**config.mk**
```make
export PLATFORM = sky130hd
export DESIGN_NAME = lcd_write_arbiter
export DESIGN_NICKNAME = d
export VERILOG_FILES = /design/src/rtl/ui_pkg.sv /design/src/rtl/lcd_write_arbiter_rr_pick2.sv /design/src/rtl/lcd_write_arbiter.sv
export SDC_FILE = /design/constraint.sdc
export NUM_CORES = 1
export LEC_CHECK = 0
export ABC_AREA = 1
export ABC_CLOCK_PERIOD_IN_PS = 2900
export CAP_MARGIN = 20
export CORE_ASPECT_RATIO = 1.2
export CORE_UTILIZATION = 51
export DETAILED_ROUTE_END_ITERATION = 7
export PLACE_DENSITY = 0.91
export SETUP_SLACK_MARGIN = 0.3
export SYNTH_ARGS = -nofsm -noshare
export SYNTH_HDL_FRONTEND = slang
export SYNTH_HIERARCHICAL = 1
export SYNTH_SLANG_ARGS = --single-unit
```
**constraint.sdc**
```tcl
create_clock -name clk -period 2.9 [get_ports clk]
set_input_delay 0.435 -clock clk [delete_from_list [all_inputs] [get_ports clk]]
set_output_delay 0.435 -clock clk [all_outputs]
set_load 0.02 [all_outputs]
```
**src/rtl/ui_pkg.sv**
```systemverilog
// ui_pkg: shared UI/LCD types and constants for the lcd write path.
package ui_pkg;
    typedef enum logic [1:0] {IDLE = 2'd0, OWN = 2'd1, PAINT = 2'd2, SETTLE = 2'd3} state_e;
    localparam int LCD_DAT_W  = 8;
    localparam int LCD_ADDR_W = 5;
    localparam int REQ_MENU   = 0;
    localparam int REQ_MEAS   = 1;
endpackage

```
**src/rtl/lcd_write_arbiter_rr_pick2.sv**
```systemverilog
// rr_pick2: combinational 2-way round-robin chooser; on a tie the requester
// that was not served last wins.
module rr_pick2
    import ui_pkg::*;
(
    input  logic [1:0] req,
    input  logic       last_served,
    output logic [1:0] gnt
);
    assign gnt[REQ_MENU] = req[REQ_MENU] & (~req[REQ_MEAS] | last_served);
    assign gnt[REQ_MEAS] = req[REQ_MEAS] & (~req[REQ_MENU] | ~last_served);
endmodule

```
**src/rtl/lcd_write_arbiter.sv**
```systemverilog
// lcd_write_arbiter: frame-granular sharing of the lcd character-buffer write
// port between the menu writer and the measurement formatter, with repaint sequencing.
module lcd_write_arbiter
    import ui_pkg::*;
#(
    parameter int TIMEOUT = 255,
    parameter int GUARD   = 4
) (
    input  logic                  clk,
    input  logic                  reset,
    input  logic [1:0]            req,
    input  logic [1:0]            wr,
    input  logic [1:0]            last,
    input  logic [15:0]           dat_in,
    input  logic [9:0]            addr_in,
    input  logic                  busy,
    output logic [1:0]            gnt,
    output logic [LCD_DAT_W-1:0]  dat,
    output logic [LCD_ADDR_W-1:0] addr,
    output logic                  we,
    output logic                  repaint,
    output logic                  timeout
);
    localparam int WD_W = $clog2(TIMEOUT + 1);
    localparam int GD_W = $clog2(GUARD + 1);
    localparam logic [WD_W-1:0] WD_MAX = WD_W'(TIMEOUT);
    localparam logic [GD_W-1:0] GD_MAX = GD_W'(GUARD);

    state_e                  state_q, state_d;
    logic [1:0]              gnt_q, gnt_d, pick;
    logic                    last_served_q, last_served_d;
    logic [LCD_DAT_W-1:0]    dat_q, dat_d;
    logic [LCD_ADDR_W-1:0]   addr_q, addr_d;
    logic                    we_q, we_d, repaint_q, repaint_d, timeout_q, timeout_d;
    logic [WD_W-1:0]         wd_q, wd_d, wd_inc;
    logic [GD_W-1:0]         guard_q, guard_d;
    logic                    seen_q, seen_d;
    logic                    o, w_o, l_o;

    rr_pick2 u_pick (.req(req), .last_served(last_served_q), .gnt(pick));

    always_comb begin
        state_d       = state_q;
        gnt_d         = gnt_q;
        last_served_d = last_served_q;
        dat_d         = dat_q;
        addr_d        = addr_q;
        we_d          = 1'b0;
        repaint_d     = 1'b0;
        timeout_d     = 1'b0;
        wd_d          = wd_q;
        guard_d       = guard_q;
        seen_d        = seen_q;
        o             = last_served_q;
        w_o           = wr[o];
        l_o           = last[o];
        wd_inc        = (wd_q == WD_MAX) ? wd_q : wd_q + 1'b1;
        unique case (state_q)
            IDLE: if (|req) begin
                gnt_d         = pick;
                last_served_d = pick[REQ_MEAS];
                wd_d          = '0;
                state_d       = OWN;
            end
            OWN: begin
                if (w_o) begin
                    dat_d  = o ? dat_in[15:8] : dat_in[7:0];
                    addr_d = o ? addr_in[9:5] : addr_in[4:0];
                    we_d   = 1'b1;
                end
                wd_d = w_o ? '0 : wd_inc;
                // Frame end beats abort, which beats the watchdog.
                if (w_o && l_o) begin
                    gnt_d   = '0;
                    state_d = PAINT;
                end else if (!req[o]) begin
                    gnt_d   = '0;
                    state_d = IDLE;
                end else if (!w_o && wd_inc == WD_MAX) begin
                    gnt_d     = '0;
                    timeout_d = 1'b1;
                    state_d   = IDLE;
                end
            end
            PAINT: if (!busy) begin
                repaint_d = 1'b1;
                guard_d   = '0;
                seen_d    = 1'b0;
                state_d   = SETTLE;
            end
            SETTLE: begin
                seen_d  = seen_q | busy;
                guard_d = (guard_q == GD_MAX) ? guard_q : guard_q + 1'b1;
                if (!busy && (seen_d || guard_q == GD_MAX)) state_d = IDLE;
            end
            default: state_d = IDLE;
        endcase
    end

    always_ff @(posedge clk or posedge reset) begin
        if (reset) begin
            state_q       <= IDLE;
            gnt_q         <= '0;
            last_served_q <= 1'b1;
            dat_q         <= '0;
            addr_q        <= '0;
            we_q          <= 1'b0;
            repaint_q     <= 1'b0;
            timeout_q     <= 1'b0;
            wd_q          <= '0;
            guard_q       <= '0;
            seen_q        <= 1'b0;
        end else begin
            state_q       <= state_d;
            gnt_q         <= gnt_d;
            last_served_q <= last_served_d;
            dat_q         <= dat_d;
            addr_q        <= addr_d;
            we_q          <= we_d;
            repaint_q     <= repaint_d;
            timeout_q     <= timeout_d;
            wd_q          <= wd_d;
            guard_q       <= guard_d;
            seen_q        <= seen_d;
        end
    end

    assign gnt     = gnt_q;
    assign dat     = dat_q;
    assign addr    = addr_q;
    assign we      = we_q;
    assign repaint = repaint_q;
    assign timeout = timeout_q;
endmodule

```
# --- Word level (Yosys, flattened, before mapping) ---
# Cells that the tools add are included.
classes:
  addsub: 2
  magnitude_cmp: 1
  n_eq_ne: 11
  n_mux: 35
  n_bitwise: 8
  n_reduce_logical: 17
ops:
  columns: ["operator", "n"]
  rows:
  - ["$mux W8", 4]
  - ["$eq A8 B8 Y1 const B", 2]
  - ["$mux W2", 8]
  - ["$pmux W8 S2", 1]
  - ["$mux W1", 15]
  - ["$add A8 B1 Y8 const B", 1]
  - ["$ne A2 B2 Y1 const B", 4]
  - ["$pmux W2 S4", 1]
  - ["$reduce_and A2 Y1", 4]
  - ["$mux W3", 2]
  - ["$pmux W3 S2", 1]
  - ["$reduce_and A3 Y1", 2]
  - ["$mux W5", 1]
  - ["$eq A2 B2 Y1 const B", 2]
  - ["$ne A4 B4 Y1 const B", 1]
  - ["$pmux W2 S2", 1]
  - ["$reduce_and A4 Y1", 1]
  - ["$reduce_bool A2 Y1", 2]
  - ["$add A3 B1 Y3 const B", 1]
  - ["$eq A3 B3 Y1 const B", 1]
  - ["$logic_and A1 B1 Y1", 3]
  - ["$not A1 Y1", 3]
  - ["$or A1 B1 Y1", 3]
  - ["$and A1 B1 Y1", 2]
  - ["7 further kinds", 8]
word_totals:
  reg_bits: 33
  input_bits: 35
  output_inout_bits: 18
  wordCells: 85

# --- Longest topological paths before layout ---
# Gate-level depths: netlist of the first run.
logic_depth:
  word_depth: 8
  ltp_mapped: 14
  ltp_nobuf: 14

# --- Modules after synthesis ---
# The synthesis of the first run kept the hierarchy.
by_module_without_submodules:
  columns: ["mod", "n_inst", "cells_each", "area_each_um2", "seq_area_each_um2"]
  rows:
  - ["lcd_write_arbiter", 1, 218, 1784.2, 827.0]
  - ["rr_pick2", 1, 4, 27.5, 0.0]

# --- Worst setup path before layout of the first run ---
# No wires, ideal clock.
synth_path:
  path_type: "flip-flop to flip-flop"
  start: "reg last_served_q"
  end: "reg gnt_q[0] (netlist: gnt[0])"
  arrival_ns: 1.646
  required_ns: 2.782
  path_slack_ns: 1.136
  stages_incl_launch_ff: 10
  n_path_buf: 1
  period_less_slack_ns: 1.764
  path_cell_list: "dfstp_2 buf_2 mux2i_4 nand2_1 nor2_1 nand2_2 nand2_4 nand2_2 nand2_1 o21ai_2"
synth_between:
  elab_chain_cells: 6
  word_cells_on_any_way: 17
synth_lines:
  columns: ["element", "line", "text"]
  rows:
  - ["start: declaration", "lcd_write_arbiter.sv:31", "logic last_served_q, last_served_d;"]
  - ["start signal: assignment", "lcd_write_arbiter.sv:116", "last_served_q <= last_served_d;"]
  - ["$mux W1 (implied by the code) (2 in series)", "lcd_write_arbiter.sv:55", "w_o = wr[o];"]
  - ["$logic_not A1 Y1", "lcd_write_arbiter.sv:79", "end else if (!w_o && wd_inc == WD_MAX) begin"]
  - ["$logic_and A1 B1 Y1", "lcd_write_arbiter.sv:79", null]
  - ["$ne A4 B4 Y1 (no source line)", null, null]
  - ["$reduce_and A3 Y1 (no source line)", null, null]
  - ["end signal: assignment", "lcd_write_arbiter.sv:115", "gnt_q <= gnt_d;"]
  - ["end: declaration", "lcd_write_arbiter.sv:30", "logic [1:0] gnt_q, gnt_d, pick;"]
# Parallel ways exist; a longest one is shown, timed or not. The select of a mux whose other input is x is not followed.
# A chain may end at the register's enable or synchronous reset.

==> results of run 1 <==
[kinds of logic (layout without fill, tap and decap cells)]
group | after synthesis | in the layout | synth area share, %
AO/OA/AOI/OAI | 35 | 35 | 12.2
flip-flops | 33 | 33 | 45.6
buffers and inverters | 27 | 83 | 6.01
multiplexers | 2 | 2 | 1.80
XOR/XNOR | 2 | 2 | 0.967
adder cells (fa/ha/maj) | 3 | 3 | 2.07
AND/OR/NAND/NOR | 120 | 120 | 31.3
[worst max-delay path, stage by stage, from the launching register on]
cell	delay (ns)
dfstp_2	0.71
mux2i_4	0.44
nand2_1	0.13
nor2_1	0.14
nand2_2	0.09
nand2_4	0.08
nand3_1	0.09
nand2_1	0.09
nand2_1	0.06
[flip-flops by register name, summed over array words and instances, names as in the netlist, 2 cells and up, named ones only]
register,flops
wd_q,8
addr,5
gnt,2
guard_q,3
dat,8
[per-layer routing]
metal | wire length [um] | track usage, %
met5 | 0 | 0
met4 | 117 | 13.4
met3 | 298 | 9.20
met1 | 1600 | 26.4
met2 | 2140 | 40.8
[cell usage after synthesis, types with 3 or more instances]
master and count:
nand2_1 60, dfrtp_1 32, nor2_1 22, nand3_1 18, inv_1 17, a31oi_1 13
o21ai_1 6, nand2_2 5, o21ai_0 5, inv_2 4, nor2_4 4, buf_2 3
ha_1 3, o22ai_1 3
[cell type report]
| cell class | instances | area (um^2) |
|---|---|---|
| clock buffers | 7 | 86.3 |
| clock inverters | 1 | 30.0 |
| fillers | 242 | 887 |
| inverters | 21 | 78.8 |
| multi-input cells | 162 | 876 |
| flip-flops and latches | 33 | 827 |
| well taps | 37 | 46.3 |
| repair buffers | 54 | 536 |
[power by group]
part / internal, W / switching, W / total, W / leakage (nW)
Combinational: 0.000453 / 0.000602 / 0.00106 / 0.611
Clock: 0.000280 / 0.000163 / 0.000443 / 0.0585
Sequential: 0.000636 / 0.000156 / 0.000792 / 0.409
[metrics by stage]
step / utilization, % / hold slack, ns
after floorplan: - / 0.467
after global placement: 70.2 / 0.486
after detailed placement: 70.2 / 0.485
after CTS: 73.7 / 0.499
after global routing: 73.7 / 0.547
final: 73.7 / 0.491
[path summary, 6_finish.rpt]
kind                                                start  cells past startpoint                   endpoint
min in group asynchronous                           reset                      3        wd_q[0]$_DFFE_PP0P_
worst max-delay path            last_served_q$_DFFE_PP1P_                      8                  flip-flop
worst min-delay path                   gnt[1]$_DFFE_PP0P_                      2         gnt[1]$_DFFE_PP0P_
worst max register to register  last_served_q$_DFFE_PP1P_                      8                  flip-flop
worst min register to register         gnt[1]$_DFFE_PP0P_                      2         gnt[1]$_DFFE_PP0P_
max in group asynchronous                           reset                      3  last_served_q$_DFFE_PP1P_
[placed cells by master (no fill, tap or decap)]
master           synthesis  routed
clkbuf_8                 0       6
nor3_1                   2       2
a21boi_2                 1       1
ha_1                     3       3
o22ai_1                  3       3
mux2i_4                  1       1
clkbuf_1                 2       1
nand2_2                  5       5
a211oi_1                 1       1
nor2_2                   2       2
o21ai_0                  5       5
nor2_4                   4       4
nand3_1                 18      18
o21bai_1                 1       1
nor3_2                   1       1
dfstp_2                  1       1
nor4_2                   2       2
nand2_4                  2       2
dfrtp_1                 32      32
xor2_1                   1       1
nand2_1                 60      60
a31oi_1                 13      13
a21oi_2                  1       1
a21oi_1                  1       1
clkdlybuf4s50_1          0      52
o21ai_1                  6       6
inv_1                   17      17
xnor2_1                  1       1
mux2i_1                  1       1
inv_2                    4       4
nor2_1                  22      22
buf_4                    1       2
o21ai_2                  2       2
bufinv_16                0       1
nand4_1                  2       2
a22o_1                   1       1
==> flow_summary.json, run 1 <==
{
  "status": "complete, no violations",
  "fp-row-count": 23,
  "power.total_w": 0.00229,
  "worstSetupStartpointType": "flip-flop",
  "layout-drive-gt1-share_pct": 12.6,
  "die_y_um": 67.3,
  "clock-sinks": 33,
  "drtIter0Drc": 53,
  "syn_area_per_cell_um2": 8.16,
  "max_freq_mhz": 515,
  "clock_tree.buffer_depth": 2,
  "viasPerCell": 5.39,
  "synth_seq_cells": 33,
  "fin_crit_sh_pct": 67.0,
  "peakVddDrop_uv": 860,
  "grt_max_degree": 34,
  "cts_root_buf": "clkbuf_8",
  "skew_ns": 0.00346,
  "reg2reg_slack_ns": 0.96,
  "h-tree-depth": 2,
  "ant_nets": 0,
  "worst_slew_pin_slew_ns": 0.541,
  "hold_path_class": "flip-flop to flip-flop",
  "core_area_um2": 3370,
  "ys_types": 34,
  "dp_cells": 307,
  "critPathArrivalTime_ns": 2.12,
  "place_ws_ns": 0.942,
  "yosys-top-cells-area": "dfrtp_1, nand2_1, nand3_1",
  "finalMaxSlewViolations": 0,
  "track_usage_pct": 24.1,
  "synth_top_cell_area_share_pct": 44.2,
  "routed_wirelength_um": 4160,
  "relSlewSlack_pct": 63.8,
  "routed_wire_length_per_instance_um": 13.2,
  "p_leak_nw": 1.08,
  "cp.required_ns": 3.07,
  "critPathCaptureType": "flip-flop",
  "maxCapViolCount": 0,
  "design_area_um2": 2480,
  "hold_buffers": 0,
  "antenna_found_initial": 0,
  "setup_viol": 0,
  "routabilityCongestion": 0.874,
  "drt_pre_antenna_iters": 4,
  "postPlaceCellArea_um2": 2360,
  "syn_nets": 260,
  "num_antenna_cells": 0,
  "syn-instance-count": 222,
  "post-route-min-period_ns": 1.94,
  "die_w_um": 56.4,
  "finalNetCount": 315,
  "grt_setup_unrepaired": "no",
  "cts_resized": 0,
  "async_flop_share_pct": 100,
  "worstPathMaxFanout": 9,
  "instances_no_fill": 315,
  "numCtsBuffers": 5,
  "clock_latency_ns": 0.29,
  "post_cts_buffers": 0,
  "initial_core_util_pct": 53.8,
  "first_global_vias": 1575,
  "cts_tree": "done",
  "critical_path_class": "flip-flop to flip-flop",
  "dp_hpwl_um": 3070,
  "vias": 1699,
  "p_per_area_nw_per_um2": 923,
  "synth_seq_area_share_pct": 45.6,
  "grt_pass1_wl_um": 6890,
  "io_buffers": 52,
  "synth_largest_area_cell": "dfrtp_1",
  "io_pins": 53,
  "die_area_um2": 3800,
  "path_clk_slew_ns": 0.07,
  "grt_overflow": 0,
  "finalHoldViolations": 0,
  "ys_warn_count": 6,
  "fin_ws_ns": 0.956,
  "setup_tns_ns": 0,
  "synth_ff_type": "dfrtp_1",
  "syn_to_final_growth_pct": 36.9,
  "synth_edf_count": 0,
  "syn_area_um2": 1810,
  "drc": 0
}
No activity file was read; power rests on OpenSTA's default activity.
==> run 2, diff against run 1 <==
--- a/config.mk
+++ b/config.mk
@@ -6,12 +6,12 @@
 export NUM_CORES = 1
 export LEC_CHECK = 0
 export ABC_AREA = 1
-export ABC_CLOCK_PERIOD_IN_PS = 2900
+export ABC_CLOCK_PERIOD_IN_PS = 1800
 export CAP_MARGIN = 20
 export CORE_ASPECT_RATIO = 1.2
-export CORE_UTILIZATION = 51
+export CORE_UTILIZATION = 47
 export DETAILED_ROUTE_END_ITERATION = 7
-export PLACE_DENSITY = 0.91
+export PLACE_DENSITY = 0.85
 export SETUP_SLACK_MARGIN = 0.3
 export SYNTH_ARGS = -nofsm -noshare
 export SYNTH_HDL_FRONTEND = slang
==> constraint.sdc (replaced) <==
create_clock -name clk -period 1.8 [get_ports clk]
set_input_delay 0.27 -clock clk [delete_from_list [all_inputs] [get_ports clk]]
set_output_delay 0.27 -clock clk [all_outputs]
set_load 0.02 [all_outputs]
==> run 2 against run 1 <==
Against the previous run:
- the flow now finishes with violations (setup timing)
- combinational power rose by 110%
- via count rose by 11%
- first-iteration DRC count rose to 3.2 times the previous value
- total power rose by 74%
- register-to-register slack got worse by 0.96 ns
- setup slack got worse by 0.96 ns
- critical path type unchanged
- largest power group unchanged
==> flow_summary.json, run 2 (synthesis gave the netlist of run 1 again) <==
{
  "initial_core_util_pct": 49.5,
  "layout_commonest_cell": "nand2_1",
  "viasPerCell": 5.34,
  "fp-row-count": 24,
  "fin_ws_ns": -0.00414,
  "setup_tns_ns": -0.00414,
  "finalHoldViolations": 0,
  "track_usage_pct": 25.0,
  "grt_pass1_wl_um": 7860,
  "cp.required_ns": 1.95,
  "drc": 0,
  "grt_setup_unrepaired": "yes",
  "antenna_found_initial": 0,
  "worst_hold_slack_ns": 0.367,
  "post-route-min-period_ns": 1.80,
  "place_ws_ns": 0.0874,
  "fillers": 263,
  "multi_input_area_um2": 985,
  "io_pins": 53,
  "fin_crit_sh_pct": 100,
  "crit_family": "simple AND/OR/NAND/NOR gates",
  "critPathCaptureType": "flip-flop",
  "finalNetCount": 340,
  "clock-sinks": 33,
  "path_cells": "buf_4 -> nand2_1 -> nor2_1 -> nand3_1 -> nand3_1 -> nand2_1 -> nor2_1 -> nand2_2 -> nor4_2",
  "die_w_um": 58.7,
  "cp-startpoint": "wd_q[0]$_DFFE_PP0P_",
  "r2r-start": "wd_q[0]$_DFFE_PP0P_",
  "layout-drive-gt1-share_pct": 28.4,
  "worstSetupStartpointType": "flip-flop",
  "clock_latency_ns": 0.28,
  "cpPeakStageDelay_ns": 0.40,
  "path_clk_slew_ns": 0.07,
  "setup_viol": 1,
  "grt_overflow": 0,
  "maxCapViolCount": 0,
  "p_per_area_nw_per_um2": 1410,
  "grt_max_degree": 34,
  "cts_tree": "done",
  "worstPathMaxFanout": 4,
  "status": "finished with violations",
  "clock_tree.buffer_depth": 2,
  "drt_pre_antenna_iters": 4,
  "die_area_um2": 4110,
  "critical_path_class": "flip-flop to flip-flop",
  "p_leak_nw": 1.29,
  "finalMaxSlewViolations": 0,
  "ant_nets": 0,
  "relSlewSlack_pct": 72.5,
  "regArea_um2": 831,
  "num_antenna_cells": 0,
  "core_area_um2": 3660,
  "first_global_vias": 1871,
  "cpMaxStageDelayCell": "dfrtp_1",
  "peakVddDrop_uv": 914,
  "drtIter0Drc": 172,
  "max_freq_mhz": 554,
  "vias": 1894,
  "syn_to_final_growth_pct": 55.8,
  "routabilityCongestion": 0.929,
  "numCtsBuffers": 5,
  "cp.buffers_inverters": 1,
  "layout_common_cells": "nand2_1, clkdlybuf4s50_1, dfrtp_1",
  "worst_slew_pin_slew_ns": 0.412,
  "routed_wirelength_um": 5340,
  "io_buffers": 52,
  "cts_root_buf": "clkbuf_8",
  "violations": "setup timing",
  "routed_wire_length_per_instance_um": 15.1,
  "dp_hpwl_um": 3290,
  "hold_path_class": "input pin to asynchronous set/reset pin",
  "critPathArrivalTime_ns": 1.95,
  "die_y_um": 70.0,
  "skew_ns": 0.00924,
  "h-tree-depth": 2
}
## run 2: cell count changes in the layout (fill, tap and decap cells not counted), moves of 6 or more
cell	before	now
nor2_2	2	8
buf_4	2	19
clkdlybuf4s50_1	52	34
nand2_1	60	53
dlygate4sd2_1	0	15
nor2_1	22	14
## run 2: power breakdown
part	total, W	internal, W	switching, W
clock	0.000525	0.000267	0.000258
sequential	0.00125	0.00103	0.000223
combinational	0.00221	0.00101	0.00120
total	0.00398	0.00230	0.00168
## run 2: worst paths after layout
| check | end | slack (ns) | cells past startpoint |
|---|---|---|---|
| hold reg to reg | gnt[1]$_DFFE_PP0P_ | 0.47 | 2 |
| setup / recovery | timeout$_DFF_PP0_ | -0.004 | 9 |
| hold / removal | dat[6]$_DFFE_PP0P_ | 0.37 | 3 |
| min in group clk | gnt[1]$_DFFE_PP0P_ | 0.47 | 2 |
| setup reg to reg | timeout$_DFF_PP0_ | -0.004 | 9 |
| max in group asynchronous | last_served_q$_DFFE_PP1P_ | 1.10 | 3 |
## run 2: final cells by class
| cell class | count | area share, % |
|---|---|---|
| clock buffers | 6 | 2.57 |
| clock inverters | 2 | 0.355 |
| inverters | 21 | 2.88 |
| multi-input cells | 162 | 34.9 |
| flip-flops and latches | 33 | 29.4 |
| well taps | 52 | 2.30 |
| repair buffers | 79 | 27.6 |
## run 2: per-stage QoR
step / total power, W / utilization [%] / cell area [um^2] / cells
6_report: 0.00398 / 77.0 / 2820 / 355
3_3_place_gp: 0.00304 / 67.3 / 2470 / 330
5_1_grt: 0.00425 / 77.0 / 2820 / 355
3_5_place_dp: 0.00309 / 67.3 / 2470 / 330
2_1_floorplan: 0.00237 / - / 1830 / 222
4_1_cts: 0.00359 / 71.7 / 2630 / 346
## run 2: timing repair
item / in CTS / in global routing
resized for setup: 27 / 26
hold buffers: 0 / 0
setup endpoints to repair: 33 / 24
cloned: 0 / 2
pin swaps: 6 / 3
setup buffers: 8 / 7
## run 2: per-layer routing
layer | wire (um) | track usage (%) | vias to the layer above | share of wire (%)
li1 | - | - | 895 | -
met1 | 1960 | 27.1 | 865 | 37
met2 | 2790 | 44.7 | 105 | 52
met3 | 386 | 7.04 | 29 | 7.2
met4 | 200 | 10.1 | 0 | 3.7
met5 | 0 | 0 | - | 0
## run 2: tightest hold or removal path: stages
cell and delay [ns]:
clkdlybuf4s50_1 0.39, inv_1 0.05, buf_4 0.36
